[config.mk]
export PLATFORM = sky130hd
export DESIGN_NAME = poly5_horner_ctrl_flat
export DESIGN_NICKNAME = d
export VERILOG_FILES = /design/src/rtl/poly5_horner_if.sv /design/src/rtl/poly5_horner_ctrl.sv /design/src/flat_wrapper.sv
export SDC_FILE = /design/constraint.sdc
export NUM_CORES = 1
export LEC_CHECK = 0
export CAP_MARGIN = 15
export CELL_PAD_IN_SITES_DETAIL_PLACEMENT = 0
export CELL_PAD_IN_SITES_GLOBAL_PLACEMENT = 1
export CORE_MARGIN = 1
export CORE_UTILIZATION = 31
export CTS_BUF_LIST = sky130_fd_sc_hd__clkbuf_2
export CTS_CLUSTER_DIAMETER = 60
export DETAILED_ROUTE_END_ITERATION = 7
export PLACE_DENSITY_LB_ADDON = 0.1
export SYNTH_ARGS = -nofsm -noshare
export SYNTH_HDL_FRONTEND = slang
export SYNTH_SLANG_ARGS = --single-unit
[constraint.sdc]
create_clock -name ap_clk -period 3.2 [get_ports ap_clk]
set_input_delay 0.64 -clock ap_clk [delete_from_list [all_inputs] [get_ports ap_clk]]
set_output_delay 0.64 -clock ap_clk [all_outputs]
set_load 0.05 [all_outputs]
[src/rtl/poly5_horner_if.sv]
// Block handshake, operand and shared-multiplier bus for poly5_horner_ctrl.
interface poly5_horner_if #(
  parameter int DW = 16
);
  logic            ap_start;
  logic            ap_done;
  logic            ap_idle;
  logic            ap_ready;
  logic [DW-1:0]   x;
  logic [DW-1:0]   c0;
  logic [DW-1:0]   c1;
  logic [DW-1:0]   c2;
  logic [DW-1:0]   c3;
  logic [DW-1:0]   c4;
  logic [DW-1:0]   c5;
  logic [DW-1:0]   mul_din0;
  logic [DW-1:0]   mul_din1;
  logic [2*DW-1:0] mul_dout;
  logic [DW-1:0]   ap_return;

  modport master (
    output ap_start, x, c0, c1, c2, c3, c4, c5, mul_dout,
    input  ap_done, ap_idle, ap_ready, mul_din0, mul_din1, ap_return
  );

  modport slave (
    input  ap_start, x, c0, c1, c2, c3, c4, c5, mul_dout,
    output ap_done, ap_idle, ap_ready, mul_din0, mul_din1, ap_return
  );
endinterface

[src/rtl/poly5_horner_ctrl.sv]
// Horner-form evaluator of a 5th-order polynomial on one shared external multiplier.
// Define POLY5_HORNER_SAT_EN to saturate each step instead of wrapping.
//
// state  | meaning
// S_IDLE | waiting for ap_start; operands not latched
// S_RUN  | five multiply/accumulate steps, cnt walks 4..0
// S_DONE | ap_done/ap_ready pulse; ap_start here starts the next op at once
module poly5_horner_ctrl #(
  parameter int FRAC_BITS = 8,
  parameter int DW        = 16
) (
  input  logic          ap_clk,
  input  logic          ap_rst,
  poly5_horner_if.slave bus
);

  typedef enum logic [1:0] {
    S_IDLE = 2'd0,
    S_RUN  = 2'd1,
    S_DONE = 2'd2
  } state_t;

  state_t r_state;
  state_t w_state_nxt;
  logic   w_accept;

  logic signed [DW-1:0]   r_x;
  logic signed [DW-1:0]   r_acc;
  logic signed [DW-1:0]   r_ret;
  logic signed [DW-1:0]   r_c0;
  logic signed [DW-1:0]   r_c1;
  logic signed [DW-1:0]   r_c2;
  logic signed [DW-1:0]   r_c3;
  logic signed [DW-1:0]   r_c4;
  logic [2:0]             r_cnt;

  logic signed [DW-1:0]   w_coef;
  logic signed [DW-1:0]   w_f;
  logic signed [2*DW-1:0] w_prod;
  logic signed [2*DW-1:0] w_shift;
  logic signed [2*DW-1:0] w_sum;

  always_ff @(posedge ap_clk) begin
    if (ap_rst) r_state <= S_IDLE;
    else        r_state <= w_state_nxt;
  end

  always_comb begin
    w_state_nxt  = r_state;
    w_accept     = 1'b0;
    bus.ap_idle  = 1'b0;
    bus.ap_done  = 1'b0;
    bus.ap_ready = 1'b0;
    bus.mul_din0 = '0;
    bus.mul_din1 = '0;
    case (r_state)
      S_IDLE: begin
        bus.ap_idle = 1'b1;
        if (bus.ap_start) begin
          w_accept    = 1'b1;
          w_state_nxt = S_RUN;
        end
      end
      S_RUN: begin
        bus.mul_din0 = r_acc;
        bus.mul_din1 = r_x;
        if (r_cnt == 3'd0) w_state_nxt = S_DONE;
      end
      S_DONE: begin
        bus.ap_done  = 1'b1;
        bus.ap_ready = 1'b1;
        if (bus.ap_start) begin
          w_accept    = 1'b1;
          w_state_nxt = S_RUN;
        end else begin
          w_state_nxt = S_IDLE;
        end
      end
      default: w_state_nxt = S_IDLE;
    endcase
  end

  // c5 seeds the accumulator, so only c0..c4 are selected per step.
  always_comb begin
    case (r_cnt)
      3'd0:    w_coef = r_c0;
      3'd1:    w_coef = r_c1;
      3'd2:    w_coef = r_c2;
      3'd3:    w_coef = r_c3;
      default: w_coef = r_c4;
    endcase
  end

  assign w_prod  = $signed(bus.mul_dout);
  assign w_shift = w_prod >>> FRAC_BITS;
  assign w_sum   = w_shift + {{DW{w_coef[DW-1]}}, w_coef};

`ifdef POLY5_HORNER_SAT_EN
  localparam int SAT_MAX = (2 ** (DW - 1)) - 1;
  localparam int SAT_MIN = -(2 ** (DW - 1));

  always_comb begin
    if (w_sum > SAT_MAX)      w_f = {1'b0, {(DW-1){1'b1}}};
    else if (w_sum < SAT_MIN) w_f = {1'b1, {(DW-1){1'b0}}};
    else                      w_f = w_sum[DW-1:0];
  end
`else
  logic w_sum_hi_unused;

  assign w_f             = w_sum[DW-1:0];
  assign w_sum_hi_unused = ^w_sum[2*DW-1:DW];
`endif

  always_ff @(posedge ap_clk) begin
    if (ap_rst) begin
      r_x   <= '0;
      r_acc <= '0;
      r_ret <= '0;
      r_c0  <= '0;
      r_c1  <= '0;
      r_c2  <= '0;
      r_c3  <= '0;
      r_c4  <= '0;
      r_cnt <= '0;
    end else if (w_accept) begin
      r_x   <= bus.x;
      r_c0  <= bus.c0;
      r_c1  <= bus.c1;
      r_c2  <= bus.c2;
      r_c3  <= bus.c3;
      r_c4  <= bus.c4;
      r_acc <= bus.c5;
      r_cnt <= 3'd4;
    end else if (r_state == S_RUN) begin
      r_acc <= w_f;
      if (r_cnt == 3'd0) r_ret <= w_f;
      else               r_cnt <= r_cnt - 3'd1;
    end
  end

  assign bus.ap_return = r_ret;

endmodule

[src/flat_wrapper.sv]
// flat-port wrapper written by rule: the top's interface ports become plain ports
module poly5_horner_ctrl_flat 
#(
  parameter int FRAC_BITS = 8,
  parameter int DW        = 16
)
  (ap_clk, ap_rst, bus_ap_start, bus_x, bus_c0, bus_c1, bus_c2, bus_c3, bus_c4, bus_c5, bus_mul_dout, bus_ap_done, bus_ap_idle, bus_ap_ready, bus_mul_din0, bus_mul_din1, bus_ap_return);
  poly5_horner_if #(.DW(DW)) bus_i ();
  input  logic ap_clk;
  input  logic ap_rst;
  input wire logic [$bits(bus_i.ap_start)-1:0] bus_ap_start;
  input wire logic [$bits(bus_i.x)-1:0] bus_x;
  input wire logic [$bits(bus_i.c0)-1:0] bus_c0;
  input wire logic [$bits(bus_i.c1)-1:0] bus_c1;
  input wire logic [$bits(bus_i.c2)-1:0] bus_c2;
  input wire logic [$bits(bus_i.c3)-1:0] bus_c3;
  input wire logic [$bits(bus_i.c4)-1:0] bus_c4;
  input wire logic [$bits(bus_i.c5)-1:0] bus_c5;
  input wire logic [$bits(bus_i.mul_dout)-1:0] bus_mul_dout;
  output wire logic [$bits(bus_i.ap_done)-1:0] bus_ap_done;
  output wire logic [$bits(bus_i.ap_idle)-1:0] bus_ap_idle;
  output wire logic [$bits(bus_i.ap_ready)-1:0] bus_ap_ready;
  output wire logic [$bits(bus_i.mul_din0)-1:0] bus_mul_din0;
  output wire logic [$bits(bus_i.mul_din1)-1:0] bus_mul_din1;
  output wire logic [$bits(bus_i.ap_return)-1:0] bus_ap_return;
  assign bus_i.ap_start = bus_ap_start;
  assign bus_i.x = bus_x;
  assign bus_i.c0 = bus_c0;
  assign bus_i.c1 = bus_c1;
  assign bus_i.c2 = bus_c2;
  assign bus_i.c3 = bus_c3;
  assign bus_i.c4 = bus_c4;
  assign bus_i.c5 = bus_c5;
  assign bus_i.mul_dout = bus_mul_dout;
  assign bus_ap_done = bus_i.ap_done;
  assign bus_ap_idle = bus_i.ap_idle;
  assign bus_ap_ready = bus_i.ap_ready;
  assign bus_mul_din0 = bus_i.mul_din0;
  assign bus_mul_din1 = bus_i.mul_din1;
  assign bus_ap_return = bus_i.ap_return;
  poly5_horner_ctrl #(.FRAC_BITS(FRAC_BITS), .DW(DW)) u_core (.ap_clk(ap_clk), .ap_rst(ap_rst), .bus(bus_i));
endmodule
==> impl_metrics.json, run 1 <==
{
  "finalHoldViolCount": 0,
  "pwr_density_cell_nw_per_um2": 440,
  "grt_max_degree": 88,
  "busiest_layer": "met2",
  "die_w_um": 144,
  "yosysSeqAreaShare_pct": 42.9,
  "yosysWarnings": 0,
  "final_common_cell": "nand2_1",
  "hp-class": "in -> reg",
  "relSlewSlack_pct": 55.6,
  "synth-seq-cells": 133,
  "clk_latency_ns": 0.69,
  "clockBufferDepth": 2,
  "yosysTopAreaCell": "dfxtp_1",
  "synth_cell_types": 57,
  "synth_xor_area_share_pct": 1.69,
  "finalHoldWorstSlack_ns": 0.430,
  "p_leak_uw": 0.00364,
  "synth_compound_area_share_pct": 19.9,
  "synth_area_per_cell_sq_um": 7.73,
  "synthSimpleGateAreaFrac_pct": 26.0,
  "antenna_found_initial": 1,
  "worst_pin_slew_ns": 0.666,
  "ios": 198,
  "ys_async_sr_fraction_pct": 0,
  "worst_slack_ns": 0.0554,
  "path_clk_slew_ns": 0.20,
  "clock_sinks": 133,
  "synth_top_family_by_area": "simple AND/OR/NAND/NOR gates",
  "netlist_top_cells_area": "dfxtp_1, nand2_1, a21oi_1, ha_1, a22oi_1",
  "grtUsageMet3_pct": 4.13,
  "placed_area_sq_um": 8590,
  "run_status": "finished, final reports clean",
  "drv_slew": 0,
  "max_freq_mhz": 318,
  "layout-drive-gt1-share_pct": 15.7,
  "placed_cells": 1253,
  "path_class": "reg -> reg",
  "post-route-min-period_ns": 3.14,
  "wirelength_um": 20300,
  "synth_fa_ha_area_share_pct": 4.55,
  "crit_fanout": 4,
  "grt_pass1_vias": 5661,
  "irDropWorstVdd_mv": 0.235,
  "rows": 51,
  "areaGrowthSynthToFinish_pct": 47.1,
  "synth_top_flop_cell": "dfxtp_1",
  "final_cells": 1291,
  "detail-route-antenna-nets": 0,
  "crit_path_start_kind": "flop",
  "drt_iter0_markers": 291,
  "mostFrequentLayoutCells": "nand2_1, clkdlybuf4s50_1, dfxtp_1, a21oi_1, buf_4",
  "synth-edff-count": 0,
  "numCtsBuffers": 17,
  "grtUsageMet2_pct": 31.2,
  "drc": 0,
  "pre_cts_ws_ns": -0.0776,
  "synth_nets": 973,
  "hpwl_um": 14800,
  "required_ns": 3.78,
  "grt_usage_pct": 20.1,
  "synth_cells": 804,
  "gp_congestion": 0.800,
  "overflow": 0,
  "root_buffer": "clkbuf_2",
  "clock_skew_ns": 0.0425,
  "first_pass_iters": 4,
  "netlist.area_leader.share_pct": 42.9,
  "fin_crit_sh_pct": 98.3,
  "grt_pass1_wl_um": 31200,
  "numPortBuffers": 181,
  "cts_tree": "done",
  "fin_area_sq_um": 9140,
  "coreArea_sq_um": 19500,
  "dieArea_sq_um": 20600,
  "arrival_ns": 3.73,
  "total_power_uw": 4020,
  "vias_per_cell": 4.72,
  "syn_area_sq_um": 6210,
  "nNetsFinal": 1182,
  "start_util_pct": 31.8,
  "synthMuxAreaShare_pct": 0.322,
  "htreeDepth": 4,
  "grt_use_met1_pct": 28.4,
  "setup_violations": 0,
  "drv_cap": 0,
  "cp-end-kind": "flop",
  "die_h_um": 144,
  "rsz0062_at_grt": "true",
  "wl_per_cell_um": 15.7,
  "vias": 6093
}
## layout make-up
cell class | instances | area (sq um)
Clock buffer | 19 | 95.1
Clock inverter | 12 | 155
Timing Repair Buffer | 248 | 2330
Inverter | 2 | 12.5
Sequential cell | 133 | 2670
Fill cell | 2037 | 10400
Tap cell | 265 | 332
Multi-Input combinational cell | 611 | 3540
Antenna cell | 1 | 2.50
## worst paths after layout
kind	start	end	slack (ns)	depth (start not counted)
setup / recovery	u_core.r_cnt[0]	u_core.bus.ap_return[10]	0.06	15
hold / removal	ap_rst	u_core.r_acc[12]	0.43	2
setup reg to reg	u_core.r_cnt[0]	u_core.bus.ap_return[10]	0.06	15
hold reg to reg	u_core.r_x[5]	u_core.r_x[5]	0.46	2
## power by group
| group | internal (uW) | switching, uW |
|---|---|---|
| clock network | 440 | 647 |
| registers | 1770 | 65.3 |
| logic | 506 | 588 |
## synthesized netlist by cell type (6+ instances only)
library cell / instances
a21oi_1: 126
nor2_1: 27
dfxtp_1: 133
a22oi_1: 32
a31oi_1: 6
ha_1: 21
nand2_1: 253
nor3_1: 7
nand3_1: 20
nor2b_1: 6
o21ai_0: 8
and2_1: 34
clkbuf_1: 47
xnor2_1: 11
## cell families after synthesis
kind of cell | Yosys count
compound gates | 203
fa+ha+maj | 22
xor+xnor | 12
mux | 2
buf+inv | 60
flops | 133
simple gates | 372
## per-stage QoR
stage / util [%] / setup TNS [ns]
detailed placement: 44.0 / -0.304
global placement: 44.0 / -0.148
floorplan: - / 0
finish: 46.8 / 0
CTS: 45.3 / 0
global route: 46.8 / -0.605
## critical path, stage by stage, from the launching register on
cell	delay [ns]
dfxtp_4	0.43
inv_4	0.06
ha_4	0.17
nor2b_4	0.13
buf_6	0.13
a22oi_2	0.18
nand3_4	0.11
ha_4	0.18
fa_2	0.36
a21o_4	0.24
a221oi_4	0.33
buf_4	0.18
o21ai_4	0.06
a21boi_2	0.18
xnor2_2	0.10
a22o_1	0.20
## sequential cells by signal, indices dropped and copies added (netlist names)
signal / cells
u_core.bus.ap_return: 16
u_core.r_c1: 16
u_core.r_c0: 16
u_core.r_c2: 16
u_core.r_cnt: 3
u_core.r_acc: 16
u_core.r_x: 16
u_core.r_state: 2
u_core.r_c4: 16
u_core.r_c3: 16
## routing by layer
layer	routed length, um	share of wire (%)
met1	10000	49
met2	9200	45
met3	904	4.5
met4	140	0.69
met5	0	0
## timing repair
| action | in CTS | in global routing |
|---|---|---|
| cloned | 0 | 0 |
| setup endpoints to repair | 35 | 20 |
| gates resized for setup | 32 | 53 |
| pin swaps | 3 | 21 |
| buffers inserted | 1 | 5 |
| hold buffers | 0 | 0 |
No activity file was read; power rests on OpenSTA's default activity.
==> inputs of run 2 (changes only) <==
--- a/config.mk
+++ b/config.mk
@@ -14,6 +14,8 @@
 export CTS_CLUSTER_DIAMETER = 60
 export DETAILED_ROUTE_END_ITERATION = 7
 export PLACE_DENSITY_LB_ADDON = 0.1
+export SETUP_SLACK_MARGIN = 0.15
+export SKIP_LAST_GASP = 1
 export SYNTH_ARGS = -nofsm -noshare
 export SYNTH_HDL_FRONTEND = slang
 export SYNTH_SLANG_ARGS = --single-unit
==> run 2 against run 1 <==
Against the previous run:
- register-to-register slack got worse by 0.11 ns
- critical path depth increased by 1
- highest routed layer unchanged
- sequential power about the same
- largest cell class unchanged
- clock-buffer cell count decreased by 2
- sequential cell count unchanged
- the run now ends with setup timing left
==> impl_metrics.json, run 2 (synthesis results as in run 1) <==
{
  "run_status": "finished, violations left",
  "violations": "setup timing",
  "finalHoldViolCount": 0,
  "worstReg2RegEnd": "u_core.bus.ap_return[15]",
  "irDropWorstVdd_mv": 0.199,
  "crit_path_start_kind": "flop",
  "max_freq_mhz": 307,
  "cp-end-kind": "flop",
  "cp_slowest_cell": "dfxtp_4",
  "mostFrequentLayoutCells": "nand2_1, clkdlybuf4s50_1, dfxtp_1, a21oi_1, buf_4",
  "path_clk_slew_ns": 0.23,
  "seq_area_sq_um": 2670,
  "grt_max_degree": 110,
  "final_cells": 1304,
  "hold_depth": 3,
  "first_pass_iters": 5,
  "p_seq_share_pct": 44.5,
  "layout-drive-gt1-share_pct": 22.9,
  "arrival_ns": 3.88,
  "clockBufferDepth": 2,
  "drv_slew": 0,
  "fillers": 1929,
  "switching_share_pct": 34.0,
  "p_leak_uw": 0.00367,
  "p_sw_uw": 1410,
  "multi_input_area_sq_um": 3860,
  "p_int_uw": 2730,
  "numCtsBuffers": 17,
  "grt_pass1_vias": 5997,
  "rsz0062_at_grt": "true",
  "hpwl_um": 14300,
  "finalHoldWorstSlack_ns": 0.427,
  "setup_violations": 5,
  "coreArea_sq_um": 19500,
  "cpPeakStageDelay_ns": 0.40,
  "grt_usage_pct": 20.0,
  "worst-r2r-setup-slack_ns": -0.05,
  "dieArea_sq_um": 20600,
  "holdPathEnd": "u_core.r_c1[9]",
  "critPathBufInv": 5,
  "numPortBuffers": 181,
  "cp_cell_sequence": "buf_6 -> inv_8 -> ha_4 -> nor2b_4 -> buf_12 -> buf_6 -> buf_4 -> a22oi_2 -> nand3_2 -> ha_4 -> nand4_1 -> nor2_1 -> nand2_1 -> o211ai_1 -> xnor2_1 -> a211oi_1",
  "clk_latency_ns": 0.72,
  "drc": 0,
  "clock_skew_ns": 0.0241,
  "pwr_density_cell_nw_per_um2": 430,
  "placed_cells": 1235,
  "wl_per_cell_um": 15.8,
  "hp-class": "in -> reg",
  "post-route-min-period_ns": 3.25,
  "grt_pass1_wl_um": 31100,
  "rows": 51,
  "die_w_um": 144,
  "clock_sinks": 133,
  "final_common_cell": "nand2_1",
  "nNetsFinal": 1193,
  "detail-route-antenna-nets": 0,
  "cts_tree": "done",
  "htreeDepth": 4,
  "die_h_um": 144,
  "hp-start": "bus_c1[9]",
  "worst_slack_ns": -0.0546,
  "relSlewSlack_pct": 46.5,
  "timing.rr.start": "u_core.r_cnt[0]",
  "crit_family": "compound AO/OA/AOI/OAI gates",
  "rr_worst_depth": 16,
  "antenna_found_initial": 1,
  "areaGrowthSynthToFinish_pct": 54.8,
  "combPwrFrac_pct": 29.5,
  "required_ns": 3.83,
  "ios": 198,
  "overflow": 0,
  "vias": 6277,
  "path_class": "reg -> reg",
  "start_util_pct": 31.8,
  "fin_crit_sh_pct": 102,
  "drv_cap": 0,
  "worst_pin_slew_ns": 0.802,
  "wirelength_um": 20600,
  "vias_per_cell": 4.81,
  "gp_congestion": 0.794,
  "clockPowerShare_pct": 26.0,
  "drt_iter0_markers": 226,
  "root_buffer": "clkbuf_2",
  "crit_fanout": 6
}
## run 2: final cells by class
cell class | count | share of cell area [%]
clock inverter | 15 | 1.74
timing repair buffer | 257 | 25.8
sequential | 133 | 27.8
tap | 265 | 3.45
inverter | 2 | 0.208
multi-input combinational | 613 | 40.1
clock buffer | 17 | 0.885
antenna | 2 | 0.0520
## run 2: timing repair
action / in CTS / in global routing
pin swaps: 37 / 35
gates resized for setup: 149 / 41
buffers inserted: 23 / 10
cloned: 2 / 0
endpoints found under the setup margin: 54 / 35
hold buffers: 0 / 0
## run 2: through the flow
step	setup TNS, ns	util [%]	total power [uW]	area [sq um]	setup slack [ns]
after floorplan	0	-	2440	6300	0.151
after global placement	-1.15	43.5	2870	8500	-0.151
after detailed placement	-1.84	43.5	2890	8500	-0.204
after CTS	-0.0396	47.8	4100	9340	-0.0396
after global routing	-0.943	49.3	4370	9620	-0.142
final	-0.116	49.3	4140	9620	-0.0546
## run 2: how the worst max path moves through the flow
| stage | startpoint | end | cells past startpoint |
|---|---|---|---|
| detailed placement | u_core.r_cnt[0] | u_core.bus.ap_return[14] | 12 |
| CTS | u_core.r_cnt[0] | u_core.r_acc[12] | 15 |
| global route | u_core.r_cnt[0] | u_core.r_acc[14] | 16 |
| floorplan | u_core.r_cnt[0] | u_core.bus.ap_return[14] | 15 |
| finish | u_core.r_cnt[0] | u_core.bus.ap_return[15] | 16 |
| global placement | u_core.r_cnt[0] | u_core.bus.ap_return[14] | 12 |
## run 2: routing by layer
metal	track usage (%)	vias up	part of all wire (%)
met5	0	-	0
met4	5.43	0	1.3
met3	4.53	14	4.1
met2	34.4	174	50
met1	25.0	2900	45
li1	-	3189	-
## run 2: power by group through the flow
| stage | sequential (uW) | clock, uW | combinational [uW] |
|---|---|---|---|
| after global routing | 1860 | 1190 | 1320 |
| final | 1840 | 1080 | 1220 |
| after floorplan | 1910 | 0 | 536 |
| after detailed placement | 1870 | 0 | 1020 |
| after CTS | 1840 | 1120 | 1140 |
| after global placement | 1860 | 0 | 1000 |
## run 2: worst reg2reg max path, stage by stage, from the launching register on
cell	delay, ns
dfxtp_4	0.40
buf_6	0.12
inv_8	0.04
ha_4	0.16
nor2b_4	0.13
buf_12	0.13
buf_6	0.13
buf_4	0.14
a22oi_2	0.24
nand3_2	0.17
ha_4	0.33
nand4_1	0.19
nor2_1	0.16
nand2_1	0.06
o211ai_1	0.33
xnor2_1	0.15
a211oi_1	0.28
